===== config.mk =====
export PLATFORM = sky130hd
export DESIGN_NAME = ctrl_seq
export DESIGN_NICKNAME = d
export VERILOG_FILES = /design/src/rtl/ctrl_seq.sv
export SDC_FILE = /design/constraint.sdc
export NUM_CORES = 1
export LEC_CHECK = 0
export ABC_AREA = 1
export BUFFER_PORTS_ARGS = -buffer_cell sky130_fd_sc_hd__buf_4
export CAP_MARGIN = 10
export CORE_ASPECT_RATIO = 0.8
export CORE_MARGIN = 2
export CORE_UTILIZATION = 50
export DETAILED_ROUTE_END_ITERATION = 8
export GPL_TIMING_DRIVEN = 0
export PLACE_DENSITY = 0.78
export SKIP_CTS_REPAIR_TIMING = 1
export SLEW_MARGIN = 20
export SYNTH_ARGS = -nofsm -noshare
export SYNTH_HDL_FRONTEND = slang
export SYNTH_SLANG_ARGS = --single-unit

===== constraint.sdc =====
create_clock -name clk -period 1.6 [get_ports clk]
set_input_delay 0.32 -clock clk [delete_from_list [all_inputs] [get_ports clk]]
set_output_delay 0.32 -clock clk [all_outputs]
set_load 0.005 [all_outputs]

===== src/rtl/ctrl_seq.sv =====
// Fetch/decode/execute sequencer: drives inst_reg, sequences register reads,
// ALU operands/opcode and write-back, and handles JMP/JNZ/HLT.
module ctrl_seq #(
    parameter int PC_W     = 8,
    parameter int DATA_W   = 8,
    parameter int RESET_PC = 0
) (
    input  logic              clk,
    input  logic              rst,
    output logic [PC_W-1:0]   pc,
    output logic              ir_en,
    input  logic [15:0]       ir_data,
    output logic [1:0]        reg_addr,
    output logic              reg_rd,
    output logic              reg_wr,
    output logic [DATA_W-1:0] reg_wdata,
    input  logic [DATA_W-1:0] reg_rdata,
    output logic [2:0]        alu_op,
    output logic [DATA_W-1:0] alu_a,
    output logic [DATA_W-1:0] alu_b,
    input  logic [DATA_W-1:0] alu_out,
    output logic              halted,
    output logic              retire
);

    localparam logic [2:0] ST_IDLE   = 3'd0;
    localparam logic [2:0] ST_FETCH  = 3'd1;
    localparam logic [2:0] ST_DECODE = 3'd2;
    localparam logic [2:0] ST_RD1    = 3'd3;
    localparam logic [2:0] ST_RD2    = 3'd4;
    localparam logic [2:0] ST_EXEC   = 3'd5;
    localparam logic [2:0] ST_WB     = 3'd6;
    localparam logic [2:0] ST_HALT   = 3'd7;

    localparam logic [3:0] OP_INV  = 4'b0101;
    localparam logic [3:0] OP_LOAD = 4'b1000;
    localparam logic [3:0] OP_INC  = 4'b1010;
    localparam logic [3:0] OP_DEC  = 4'b1011;
    localparam logic [3:0] OP_HLT  = 4'b1100;
    localparam logic [3:0] OP_JNZ  = 4'b1110;
    localparam logic [3:0] OP_JMP  = 4'b1111;

    logic [2:0]        state_q, state_d;
    logic [PC_W-1:0]   pc_q, pc_d;
    logic [3:0]        op_q, op_d;
    logic [1:0]        dst_q, dst_d;
    logic [7:0]        imm_q, imm_d;
    logic [DATA_W-1:0] alu_a_q, alu_a_d;
    logic [DATA_W-1:0] alu_b_q, alu_b_d;
    logic [2:0]        alu_op_q, alu_op_d;

    // Bits 11:10 of the instruction word carry no field.
    logic unused_ir_bits;
    assign unused_ir_bits = ^ir_data[11:10];

    function automatic logic is_two_op(input logic [3:0] op);
        return (op <= 4'b0100);
    endfunction

    function automatic logic needs_read(input logic [3:0] op);
        return is_two_op(op) || (op == OP_INV) || (op == OP_INC) ||
               (op == OP_DEC) || (op == OP_JNZ);
    endfunction

    logic [3:0]      dec_op;
    logic [1:0]      s1, s2;
    logic [PC_W-1:0] pc_inc;
    logic [PC_W-1:0] dec_target;
    logic [PC_W-1:0] q_target;

    assign dec_op     = ir_data[15:12];
    assign s1         = imm_q[5:4];
    assign s2         = imm_q[1:0];
    assign pc_inc     = pc_q + PC_W'(1);
    assign dec_target = PC_W'(ir_data[7:0]);
    assign q_target   = PC_W'(imm_q);

    always_comb begin
        state_d   = state_q;
        pc_d      = pc_q;
        op_d      = op_q;
        dst_d     = dst_q;
        imm_d     = imm_q;
        alu_a_d   = alu_a_q;
        alu_b_d   = alu_b_q;
        alu_op_d  = alu_op_q;
        ir_en     = 1'b0;
        reg_rd    = 1'b0;
        reg_wr    = 1'b0;
        reg_addr  = 2'd0;
        reg_wdata = '0;
        halted    = 1'b0;
        retire    = 1'b0;

        case (state_q)
            ST_IDLE: state_d = ST_FETCH;

            ST_FETCH: begin
                ir_en   = 1'b1;
                state_d = ST_DECODE;
            end

            // Branch/halt decisions use ir_data directly; the IR copy is for later states.
            ST_DECODE: begin
                op_d  = dec_op;
                dst_d = ir_data[9:8];
                imm_d = ir_data[7:0];
                if (needs_read(dec_op)) begin
                    state_d = ST_RD1;
                end else if (dec_op == OP_LOAD) begin
                    state_d = ST_WB;
                end else if (dec_op == OP_JMP) begin
                    pc_d    = dec_target;
                    retire  = 1'b1;
                    state_d = ST_FETCH;
                end else if (dec_op == OP_HLT) begin
                    retire  = 1'b1;
                    state_d = ST_HALT;
                end else begin
                    pc_d    = pc_inc;
                    retire  = 1'b1;
                    state_d = ST_FETCH;
                end
            end

            ST_RD1: begin
                reg_rd   = 1'b1;
                reg_addr = (is_two_op(op_q) || (op_q == OP_INV)) ? s1 : dst_q;
                state_d  = ST_RD2;
            end

            ST_RD2: begin
                alu_a_d = reg_rdata;
                if (is_two_op(op_q)) begin
                    reg_rd   = 1'b1;
                    reg_addr = s2;
                    state_d  = ST_EXEC;
                end else if ((op_q == OP_INC) || (op_q == OP_DEC)) begin
                    alu_b_d = DATA_W'(1);
                    state_d = ST_EXEC;
                end else if (op_q == OP_JNZ) begin
                    pc_d    = (reg_rdata != '0) ? q_target : pc_inc;
                    retire  = 1'b1;
                    state_d = ST_FETCH;
                end else begin
                    state_d = ST_EXEC;
                end
            end

            ST_EXEC: begin
                if (is_two_op(op_q)) begin
                    alu_b_d = reg_rdata;
                end
                if (op_q == OP_INC) begin
                    alu_op_d = 3'b000;
                end else if (op_q == OP_DEC) begin
                    alu_op_d = 3'b001;
                end else begin
                    alu_op_d = op_q[2:0];
                end
                state_d = ST_WB;
            end

            ST_WB: begin
                reg_wr    = 1'b1;
                reg_addr  = dst_q;
                reg_wdata = (op_q == OP_LOAD) ? DATA_W'(imm_q) : alu_out;
                pc_d      = pc_inc;
                retire    = 1'b1;
                state_d   = ST_FETCH;
            end

            ST_HALT: halted = 1'b1;

            default: state_d = ST_IDLE;
        endcase
    end

    always_ff @(posedge clk or posedge rst) begin
        if (rst) begin
            state_q  <= ST_IDLE;
            pc_q     <= PC_W'(RESET_PC);
            op_q     <= 4'd0;
            dst_q    <= 2'd0;
            imm_q    <= 8'd0;
            alu_a_q  <= '0;
            alu_b_q  <= '0;
            alu_op_q <= 3'd0;
        end else begin
            state_q  <= state_d;
            pc_q     <= pc_d;
            op_q     <= op_d;
            dst_q    <= dst_d;
            imm_q    <= imm_d;
            alu_a_q  <= alu_a_d;
            alu_b_q  <= alu_b_d;
            alu_op_q <= alu_op_d;
        end
    end

    assign pc     = pc_q;
    assign alu_a  = alu_a_q;
    assign alu_b  = alu_b_q;
    assign alu_op = alu_op_q;

endmodule

==> results.sh <==
export IMPL_grt_pass1_wl_mm=11.4
export IMPL_timing_final_crit_period_ps=2010
export IMPL_hold_viol=16
export IMPL_worstPathCellList="inv_2 > nor2_4 > nand3_4 > inv_4 > buf_8 > buf_6 > nor2_2 > nor2_1 > buf_4"
export IMPL_yosysWarnings=0
export IMPL_crit_path_max_incr_delay_ps=460
export IMPL_hp_class="in -> async"
export IMPL_io_pin_count=76
export IMPL_endpoint_kind="primary output"
export IMPL_layout_drive_gt1_share=0.351
export IMPL_rows=23
export IMPL_hold_slack_ps=-14.8
export IMPL_ant_nets=0
export IMPL_clockBufferDepth=2
export IMPL_syn_area_mm2=0.00257
export IMPL_netlist_instances=368
export IMPL_cts_root_buf="clkbuf_8"
export IMPL_crit_fanout=5
export IMPL_die_h_um=68.2
export IMPL_power_per_cell_area_mw_per_mm2=528
export IMPL_drt_iter0_drc=325
export IMPL_clk_latency_ps=320
export IMPL_avgRoutedWirePerCell_um=15.3
export IMPL_port_buffer_count=73
export IMPL_failed_checks="negative hold slack, negative setup slack"
export IMPL_dp_hpwl_mm=5.59
export IMPL_final_max_slew_violation_count=0
export IMPL_antenna_found_initial=0
export IMPL_post_route_period_util=1.26
export IMPL_num_antenna_cells=0
export IMPL_worstSetupPathType="reg -> out"
export IMPL_fin_ws_ps=-410
export IMPL_grt_pass1_vias=2433
export IMPL_crit_path_start_kind="flip-flop"
export IMPL_ys_ff_latch=44
export IMPL_p_leak_uw=0.00186
export IMPL_cts_tree="done"
export IMPL_nets=512
export IMPL_cts_clk_slew_worst_paths_ps=90
export IMPL_vias=2928
export IMPL_maxCapViolations=0
export IMPL_crit_slowest_cell="dfrtp_1"
export IMPL_fp_dieArea_mm2=0.00574
export IMPL_grt_ovfl_total=0
export IMPL_multiInputGateArea_mm2=0.00141
export IMPL_grt_max_degree=29
export IMPL_final_core_util=0.758
export IMPL_ys_seq_area_frac=0.428
export IMPL_gp_congestion=0.918
export IMPL_cts_buffers_inserted=5
export IMPL_clock_sinks=44
export IMPL_die_x_um=84.2
export IMPL_crit_family="buffers and inverters"
export IMPL_tightest_slew_ps=432
export IMPL_cp_required_ps=1280
export IMPL_final_common_cell="nand2_1"
export IMPL_via_per_inst=5.42
export IMPL_irDropWorstVdd_v=0.000534
export IMPL_floorplan_initialDensity=0.517
export IMPL_fill_cells=372
export IMPL_slew_headroom=0.709
export IMPL_drcViolationCount=0
export IMPL_coreArea_mm2=0.00498
export IMPL_area_growth_pct=46.6
export IMPL_placed_cells_incl_taps=504
export IMPL_postSynthAreaPerCell_um2=7.00
export IMPL_dr_pass1_iters=5
export IMPL_layout_common_cells="nand2_1 (131), buf_4 (92), dfrtp_1 (42)"
export IMPL_synth_cell_types=28
export IMPL_worstPathArrival_ps=1690
export IMPL_outcome="finished, violations left"
export IMPL_setup_viol=15
export IMPL_seqCellArea_mm2=0.00110
export IMPL_clock_skew_ps=6.92
export IMPL_synth_fp_nets=403
export IMPL_stdcell_count=540
export IMPL_htreeDepth=2
export IMPL_drt_total_wl_mm=8.29
export IMPL_fmax_ghz=0.497
export IMPL_cp_buffers_inverters=5
export IMPL_rsz0062_at_grt="true"
export IMPL_grtUsageTotal=0.253
## synth_stat cells
master | number | area share
a21oi_1 | 20 | 0.039
a21oi_2 | 2 | 0.0068
a31oi_1 | 1 | 0.0024
buf_2 | 5 | 0.0097
buf_4 | 2 | 0.0058
buf_6 | 2 | 0.0087
clkbuf_1 | 1 | 0.0015
dfrtp_1 | 44 | 0.43
ha_1 | 1 | 0.0049
inv_1 | 33 | 0.048
inv_2 | 4 | 0.0058
nand2_1 | 137 | 0.20
nand2_2 | 1 | 0.0024
nand2_4 | 3 | 0.013
nand3_1 | 36 | 0.070
nand3_2 | 1 | 0.0039
nand3_4 | 1 | 0.0068
nand4_1 | 2 | 0.0049
nor2_1 | 30 | 0.044
nor2_2 | 2 | 0.0049
nor2_4 | 1 | 0.0044
nor2_8 | 1 | 0.0078
nor3_1 | 3 | 0.0058
o211ai_1 | 2 | 0.0058
o21ai_0 | 28 | 0.054
o21ai_1 | 2 | 0.0039
o31ai_1 | 2 | 0.0058
or2_2 | 1 | 0.0024
## worst paths after layout
kind                       slack, ps  cells past startpoint            startpoint                endpoint
setup / recovery                -410                      9   op_q[3]$_DFFE_PP0P_            reg_wdata[2]
max in group asynchronous       1110                      3                   rst  state_q[2]$_DFFE_PP0P_
hold / removal                   -10                      2                   rst    alu_a[5]$_DFFE_PP0P_
hold reg to reg                  480                      2  alu_a[1]$_DFFE_PP0P_    alu_a[1]$_DFFE_PP0P_
setup reg to reg                  50                      8     pc[0]$_DFFE_PP0P_       pc[2]$_DFFE_PP0P_
min in group clk                 190                      3            ir_data[9]    dst_q[1]$_DFFE_PP0P_
## where the power goes
group	internal [µW]	switching, µW	total [µW]	leakage [µW]
Combinational	65.7	71.0	137	0.00137
Sequential	1110	1.12	1110	0.000445
Clock	311	431	743	0.0000414
## area by class of cell
cell class,count,area share
plain buffers,9,0.0229
clock buffers,6,0.0192
clock inverters,2,0.00431
inverters,37,0.0441
multi-input cells,277,0.374
flip-flops and latches,44,0.292
well taps,62,0.0205
repair buffers,103,0.223
## layer usage
metal  routed length [µm]  GRT usage
met5                    0          0
met4                  237     0.0524
met3                  589     0.0434
met2                 3940      0.421
met1                 3520      0.353
## state kept, by name, summed over array words and instances, names as in the netlist
name	flops
alu_a	8
alu_b	8
imm_q	8
pc	8
op_q	4
alu_op	3
state_q	3
dst_q	2
## cells by family (layout without fill, tap and decap cells)
kind of cell | after synthesis | count (layout) | share of synthesized area
AOI/OAI and AO/OA | 57 | 57 | 0.118
adders and majority gates | 1 | 1 | 0.00486
buffers and inverters | 47 | 157 | 0.0797
DFF | 44 | 44 | 0.428
and+or+nand+nor | 219 | 219 | 0.370
## metrics by stage
| step | setup WS (ps) | cell area [µm²] | setup TNS (ps) | power, µW | hold WS, ps |
|---|---|---|---|---|---|
| floorplan | 102 | 2570 | 0 | 1180 | 437 |
| global placement | -379 | 3200 | -18520 | 1260 | 457 |
| finish | -410 | 3780 | -4470 | 1990 | -14.8 |
| CTS | -641 | 3310 | -6680 | 1970 | 16.4 |
| global route | -493 | 3780 | -5660 | 2050 | 16.3 |
| detailed placement | -304 | 3220 | -2220 | 1270 | 342 |
Power figures use the tool's default switching activity.
